==> src/rtl/hdlc_tx_sequencer.sv <==
// Frame-level HDLC transmit sequencer: idle fill, start flag, buffered data,
// two FCS bytes, end flag, with abort handling and FCS generator control.
module hdlc_tx_sequencer #(
   parameter int unsigned MAX_BYTES  = 126,
   parameter logic [7:0]  FLAG_BYTE  = 8'h7E,
   parameter logic [7:0]  ABORT_BYTE = 8'hFE,
   parameter logic [7:0]  IDLE_BYTE  = 8'hFF
) (
   input  logic        Clk,
   input  logic        Rst,
   input  logic        Tx_Enable,
   input  logic        Tx_AbortFrame,
   input  logic [7:0]  Tx_FrameSize,
   output logic        Tx_RdBuff,
   input  logic [7:0]  Tx_DataOutBuff,
   output logic        Fcs_Clear,
   output logic        Fcs_Update,
   input  logic [15:0] Fcs_Value,
   output logic [7:0]  Ser_Byte,
   output logic [1:0]  Ser_Kind,
   output logic        Ser_Valid,
   input  logic        Ser_Ready,
   output logic        Tx_ValidFrame,
   output logic        Tx_Done,
   output logic        Tx_AbortedTrans
);

   localparam logic [1:0] KIND_DATA  = 2'd0;
   localparam logic [1:0] KIND_FLAG  = 2'd1;
   localparam logic [1:0] KIND_ABORT = 2'd2;
   localparam logic [1:0] KIND_IDLE  = 2'd3;
   localparam logic [7:0] MAX_SIZE   = 8'(MAX_BYTES);

   typedef enum logic [2:0] {
      S_IDLE, S_START, S_DATA, S_FCS_LO, S_FCS_HI, S_END, S_ABORT
   } state_t;

   state_t      state_q, state_d;
   logic        ser_valid_q, ser_valid_d;
   logic [7:0]  ser_byte_q, ser_byte_d;
   logic [1:0]  ser_kind_q, ser_kind_d;
   logic        rd_start_q, rd_start_d;
   logic        fcs_clear_q, fcs_clear_d;
   logic        load_q, load_d;
   logic        valid_frame_q, valid_frame_d;
   logic        done_q, done_d;
   logic        aborted_q, aborted_d;
   logic        pending_q, pending_d;
   logic        abort_q, abort_d;
   logic [7:0]  cnt_q, cnt_d;
   logic [7:0]  size_q, size_d;
   logic [7:0]  hold_q, hold_d;

   logic        hs, abort_now, more, rd_data, go_abort, size_ok;
   logic [7:0]  cnt_inc;

   always_comb begin
      hs        = ser_valid_q & Ser_Ready;
      abort_now = abort_q | Tx_AbortFrame;
      cnt_inc   = cnt_q + 8'd1;
      more      = cnt_inc < size_q;
      size_ok   = (Tx_FrameSize != 8'd0) && (Tx_FrameSize <= MAX_SIZE);
      rd_data   = (state_q == S_DATA) && hs && more && !abort_now;
      go_abort  = 1'b0;

      state_d       = state_q;
      ser_valid_d   = ser_valid_q;
      ser_byte_d    = ser_byte_q;
      ser_kind_d    = ser_kind_q;
      rd_start_d    = 1'b0;
      fcs_clear_d   = 1'b0;
      load_d        = rd_start_q | rd_data;
      valid_frame_d = valid_frame_q;
      done_d        = done_q;
      aborted_d     = aborted_q;
      pending_d     = pending_q;
      abort_d       = abort_q;
      cnt_d         = cnt_q;
      size_d        = size_q;
      // Read data is valid exactly one cycle after the strobe; keep a copy
      // so a late start-flag handshake can still find the first byte.
      hold_d        = load_q ? Tx_DataOutBuff : hold_q;

      if (state_q != S_IDLE && state_q != S_ABORT) abort_d = abort_now;

      case (state_q)
         S_IDLE: begin
            ser_valid_d = 1'b1;
            ser_byte_d  = IDLE_BYTE;
            ser_kind_d  = KIND_IDLE;
            if (Tx_AbortFrame) begin
               pending_d = 1'b0;
               done_d    = 1'b1;
            end else if (Tx_Enable && size_ok) begin
               pending_d = 1'b1;
               size_d    = Tx_FrameSize;
               done_d    = 1'b0;
            end
            if (hs && pending_q && !Tx_AbortFrame) begin
               state_d       = S_START;
               ser_byte_d    = FLAG_BYTE;
               ser_kind_d    = KIND_FLAG;
               fcs_clear_d   = 1'b1;
               rd_start_d    = 1'b1;
               valid_frame_d = 1'b1;
               aborted_d     = 1'b0;
               pending_d     = 1'b0;
               abort_d       = 1'b0;
               cnt_d         = 8'd0;
            end
         end
         S_START: begin
            if (hs) begin
               if (abort_now) go_abort = 1'b1;
               else begin
                  state_d    = S_DATA;
                  ser_kind_d = KIND_DATA;
                  // First byte not back from the buffer yet: wait in DATA.
                  ser_valid_d = !rd_start_q;
                  ser_byte_d  = load_q ? Tx_DataOutBuff : hold_q;
               end
            end
         end
         S_DATA: begin
            if (!ser_valid_q) begin
               if (abort_now) go_abort = 1'b1;
               else if (load_q) begin
                  ser_byte_d  = Tx_DataOutBuff;
                  ser_valid_d = 1'b1;
               end
            end else if (hs) begin
               cnt_d = cnt_inc;
               if (abort_now) go_abort = 1'b1;
               else begin
                  ser_valid_d = 1'b0;
                  if (!more) state_d = S_FCS_LO;
               end
            end
         end
         S_FCS_LO: begin
            // The gap cycle lets the generator fold in the last data byte.
            if (!ser_valid_q) begin
               if (abort_now) go_abort = 1'b1;
               else begin
                  ser_byte_d  = Fcs_Value[7:0];
                  ser_kind_d  = KIND_DATA;
                  ser_valid_d = 1'b1;
               end
            end else if (hs) begin
               if (abort_now) go_abort = 1'b1;
               else begin
                  state_d    = S_FCS_HI;
                  ser_byte_d = Fcs_Value[15:8];
               end
            end
         end
         S_FCS_HI: begin
            if (hs) begin
               if (abort_now) go_abort = 1'b1;
               else begin
                  state_d    = S_END;
                  ser_byte_d = FLAG_BYTE;
                  ser_kind_d = KIND_FLAG;
               end
            end
         end
         S_END: begin
            if (hs) begin
               if (abort_now) go_abort = 1'b1;
               else begin
                  state_d       = S_IDLE;
                  ser_byte_d    = IDLE_BYTE;
                  ser_kind_d    = KIND_IDLE;
                  valid_frame_d = 1'b0;
                  done_d        = 1'b1;
                  abort_d       = 1'b0;
               end
            end
         end
         S_ABORT: begin
            if (hs) begin
               state_d       = S_IDLE;
               ser_byte_d    = IDLE_BYTE;
               ser_kind_d    = KIND_IDLE;
               valid_frame_d = 1'b0;
               done_d        = 1'b1;
               aborted_d     = 1'b1;
               abort_d       = 1'b0;
               pending_d     = 1'b0;
            end
         end
         default: state_d = S_IDLE;
      endcase

      if (go_abort) begin
         state_d     = S_ABORT;
         ser_byte_d  = ABORT_BYTE;
         ser_kind_d  = KIND_ABORT;
         ser_valid_d = 1'b1;
      end
   end

   always_ff @(posedge Clk or posedge Rst) begin
      if (Rst) begin
         state_q       <= S_IDLE;
         ser_valid_q   <= 1'b0;
         ser_byte_q    <= IDLE_BYTE;
         ser_kind_q    <= KIND_IDLE;
         rd_start_q    <= 1'b0;
         fcs_clear_q   <= 1'b0;
         load_q        <= 1'b0;
         valid_frame_q <= 1'b0;
         done_q        <= 1'b1;
         aborted_q     <= 1'b0;
         pending_q     <= 1'b0;
         abort_q       <= 1'b0;
         cnt_q         <= 8'd0;
         size_q        <= 8'd0;
      end else begin
         state_q       <= state_d;
         ser_valid_q   <= ser_valid_d;
         ser_byte_q    <= ser_byte_d;
         ser_kind_q    <= ser_kind_d;
         rd_start_q    <= rd_start_d;
         fcs_clear_q   <= fcs_clear_d;
         load_q        <= load_d;
         valid_frame_q <= valid_frame_d;
         done_q        <= done_d;
         aborted_q     <= aborted_d;
         pending_q     <= pending_d;
         abort_q       <= abort_d;
         cnt_q         <= cnt_d;
         size_q        <= size_d;
      end
   end

   always_ff @(posedge Clk) begin
      hold_q <= hold_d;
   end

   assign Tx_RdBuff       = rd_start_q | rd_data;
   assign Fcs_Update      = (state_q == S_DATA) && hs;
   assign Fcs_Clear       = fcs_clear_q;
   assign Ser_Byte        = ser_byte_q;
   assign Ser_Kind        = ser_kind_q;
   assign Ser_Valid       = ser_valid_q;
   assign Tx_ValidFrame   = valid_frame_q;
   assign Tx_Done         = done_q;
   assign Tx_AbortedTrans = aborted_q;

endmodule

==> config.mk <==
export PLATFORM = sky130hd
export DESIGN_NAME = hdlc_tx_sequencer
export DESIGN_NICKNAME = d
export VERILOG_FILES = /design/src/rtl/hdlc_tx_sequencer.sv
export SDC_FILE = /design/constraint.sdc
export NUM_CORES = 1
export LEC_CHECK = 0
export CAP_MARGIN = 20
export CORE_ASPECT_RATIO = 2
export CORE_UTILIZATION = 40
export CTS_BUF_LIST = sky130_fd_sc_hd__clkbuf_4
export DETAILED_ROUTE_END_ITERATION = 8
export GPL_ROUTABILITY_DRIVEN = 0
export PLACE_DENSITY = 0.65
export SLEW_MARGIN = 10
export SYNTH_ARGS = -nofsm -noshare
export SYNTH_HDL_FRONTEND = slang
export SYNTH_SLANG_ARGS = --single-unit
==> constraint.sdc <==
create_clock -name Clk -period 2.4 [get_ports Clk]
set_input_delay 0.24 -clock Clk [delete_from_list [all_inputs] [get_ports Clk]]
set_output_delay 0.24 -clock Clk [all_outputs]
set_load 0.1 [all_outputs]
==> results.ini <==
[logic_synthesis]
synthMuxAreaShare_pct = 14.3
synth-seq-cells = 45
synth-edff-count = 0
syn_nets = 329
ys_types = 52
synth_area_per_cell_um2 = 9.78
async_flop_share_pct = 82.2
netlist.area_leader.share_pct = 23.4
yosys.area.top_type = dfrtp_1
synthSimpleGateAreaFrac_pct = 12.8
yosys_most_used_dff = dfrtp_1
synth_seq_area_share_pct = 39.6
synth_xor_area_share_pct = 2.21
synth_area_leaders = dfrtp_1, dfstp_2, mux2_2, dfxtp_1, mux2_4
synth_cells = 284
ys_warn_count = 0
netlist_area_um2 = 2780
synth_top_family_by_area = compound AO/OA/AOI/OAI gates
synth-compound-area-share_pct = 21.7
synth-adder-area-share_pct = 3.60

[critical_path]
path_max_fanout = 3
start_kind = register
r2r_slack_ps = -210
ff2ff_path_depth = 11
arrival_ps = 2810
r2r-start = cnt_q[1]$_DFFE_PP0P_
endpoint_kind = primary output
required_ps = 2160
r2r-end = state_q[0]$_DFFE_PP0P_
setup.worst_path.end = Tx_RdBuff
critPathKind = register to primary output
worstSetupStartpoint = cnt_q[1]$_DFFE_PP0P_

[routing]
drc = 0
dr_wl_met2_um = 4690
wl_per_cell_um = 18.0
wirelength_um = 8230
wl_met1_um = 2740
drt-initial-drc-count = 190
dr_wl_met3_um = 331
drt.antenna.violating_nets = 0
vias = 2625
viasPerCell = 5.73
dr.pass1.iters = 4
routed.top_layer = met4

[timing]
worst_slew_pin_slew_ps = 555
fin_crit_ps = 3050
drv_slew = 0
rsz0062_at_grt = true
timing.fmax_ghz = 0.328
finalSetupViolCount = 4
fin_skew_ps = 10.4
hold_viol = 0
max_slew_margin_pct = 63.0
fin_crit_sh_pct = 127
worst_slack_ps = -653

[floorplanning]
start_util_pct = 41.6
dieHeight_um = 120
rows = 42
placeableCoreArea_um2 = 6670
ios = 54
die_w_um = 60.9
dieArea_um2 = 7300

[clock_tree]
clkTransAtPathRegs_ps = 130
clkSinkCount = 45
htreeDepth = 2
numCtsBuffers = 5
cts_max_path_buffers = 2
cts_tree = done
root_buffer = clkbuf_4
clock_latency_ps = 370

[grt]
overflow = 0
grtUsageTotal_pct = 23.6
grt_pass1_vias = 2644
antenna_found_initial = 0
grt_pass1_wl_um = 12500
grt_max_degree = 38

[placement]
port_buffers = 53
dp_hpwl_um = 6030
dp_cells = 444
place_area_um2 = 3620

[run_status]
violations = setup timing
status = finished, violations left

[final_layout]
antenna_cells = 0
multi_input_comb_area_um2 = 1670
area_delta_synth_final_pct = 37.7
final_layout_size_suffix_gt1_share_pct = 33.0
mostFrequentLayoutCells = buf_4, clkdlybuf4s50_1, dfrtp_1
layout.cells.non_filler = 458
finalInstanceArea_um2 = 3830
nFillCells = 609
utilization_pct = 57.3
layout.nets = 414
layout_commonest_cell = buf_4
register_area_um2 = 1100

[worst_hold_path]
worstHoldPathType = input port to asynchronous set/reset pin

[power]
p_leak_uw = 0.00168
ir_worst_vdd_mv = 0.851
power.density_nw_per_um2 = 1290

[run]
maxCapViolCount = 0

==> cell families (layout without fill, tap and decap cells) <==
logic type,after synthesis,in the layout
compound gates,83,83
buf+inv,34,120
fa+ha+maj,8,8
flops,45,45
xor+xnor,7,7
mux,34,34
simple gates,73,73
==> worst min-delay path by stage <==
stage | to | cells past startpoint | startpoint
floorplan | size_q[0]$_DFFE_PP0P_ | 1 | Tx_FrameSize[0]
global placement | hold_q[7]$_DFF_P_ | 1 | hold_q[7]$_DFF_P_
detailed placement | hold_q[5]$_DFF_P_ | 1 | hold_q[5]$_DFF_P_
CTS | cnt_q[6]$_DFFE_PP0P_ | 3 | Rst
global route | cnt_q[6]$_DFFE_PP0P_ | 3 | Rst
finish | cnt_q[5]$_DFFE_PP0P_ | 3 | Rst
==> critical path, cell delays in order, from the launching register on <==
cell and delay (ps):
dfrtp_1 410, and3_4 200, and3_4 190, and3_4 210
xor2_4 190, ha_4 230, a21oi_2 110, o21ai_1 90
buf_4 150, o41ai_4 440, buf_12 230
==> cell type report <==
class / instances / share of cell area [%]
Clock buffer: 6 / 1.18
Clock inverter: 2 / 0.294
Inverter: 17 / 1.67
Tap cell: 88 / 2.88
Multi-Input combinational cell: 205 / 43.5
Sequential cell: 45 / 28.8
Timing Repair Buffer: 95 / 21.6
==> where the power goes <==
| group | switching [uW] | internal, uW |
|---|---|---|
| Clock | 247 | 123 |
| Combinational | 1950 | 1320 |
| Sequential | 202 | 1090 |
==> sequential cells by signal, indices dropped and copies added, names as in the netlist, 2 cells and up <==
register and flops:
Ser_Byte 8, cnt_q 8, hold_q 8, size_q 8, state_q 3, Ser_Kind 2
==> metal layers <==
| metal | vias to the layer above | track usage [%] |
|---|---|---|
| met2 | 116 | 43.7 |
| li1 | 1214 | - |
| met4 | 0 | 13.6 |
| met3 | 40 | 3.56 |
| met1 | 1255 | 23.1 |
| met5 | - | 0 |
==> synthesized netlist by cell type, types with 2 or more instances <==
| cell | instances |
|---|---|
| or2_1 | 2 |
| nor4_1 | 2 |
| inv_1 | 17 |
| a22oi_1 | 6 |
| dfrtp_1 | 26 |
| a221oi_1 | 2 |
| nand3_1 | 5 |
| nor3_1 | 4 |
| dfstp_2 | 11 |
| ha_1 | 8 |
| nand2_1 | 21 |
| buf_6 | 3 |
| o311ai_0 | 2 |
| xnor2_1 | 3 |
| mux2i_1 | 10 |
| o21a_1 | 4 |
| nand2b_1 | 5 |
| a21oi_1 | 17 |
| o221ai_1 | 3 |
| nand4_1 | 2 |
| mux2_2 | 17 |
| buf_2 | 9 |
| o21ai_0 | 18 |
| and3_1 | 5 |
| and2_1 | 3 |
| clkbuf_1 | 4 |
| a22o_1 | 6 |
| mux2_4 | 7 |
| dfxtp_1 | 8 |
| o2bb2ai_1 | 6 |
| nor2_1 | 19 |
| a2111oi_0 | 2 |
| o22ai_1 | 3 |
| xor2_1 | 4 |
| a31oi_1 | 3 |
==> timing repair <==
item	4_1_cts	5_1_grt
setup buffers	1	5
hold buffers	0	0
pin swaps	1	7
gates resized for setup	5	11
endpoints found under the setup margin	4	5
==> metrics by stage <==
stage	hold slack, ps	power [uW]	worst slack, ps	setup TNS [ps]
5_1_grt	312	5230	-775	-1620
3_3_place_gp	454	4340	-96.0	-209
2_1_floorplan	389	3520	-504	-1140
3_5_place_dp	470	4400	-208	-534
4_1_cts	269	4860	-560	-967
6_report	264	4940	-653	-1160
Note: power is estimated with default switching activity, not from simulation.
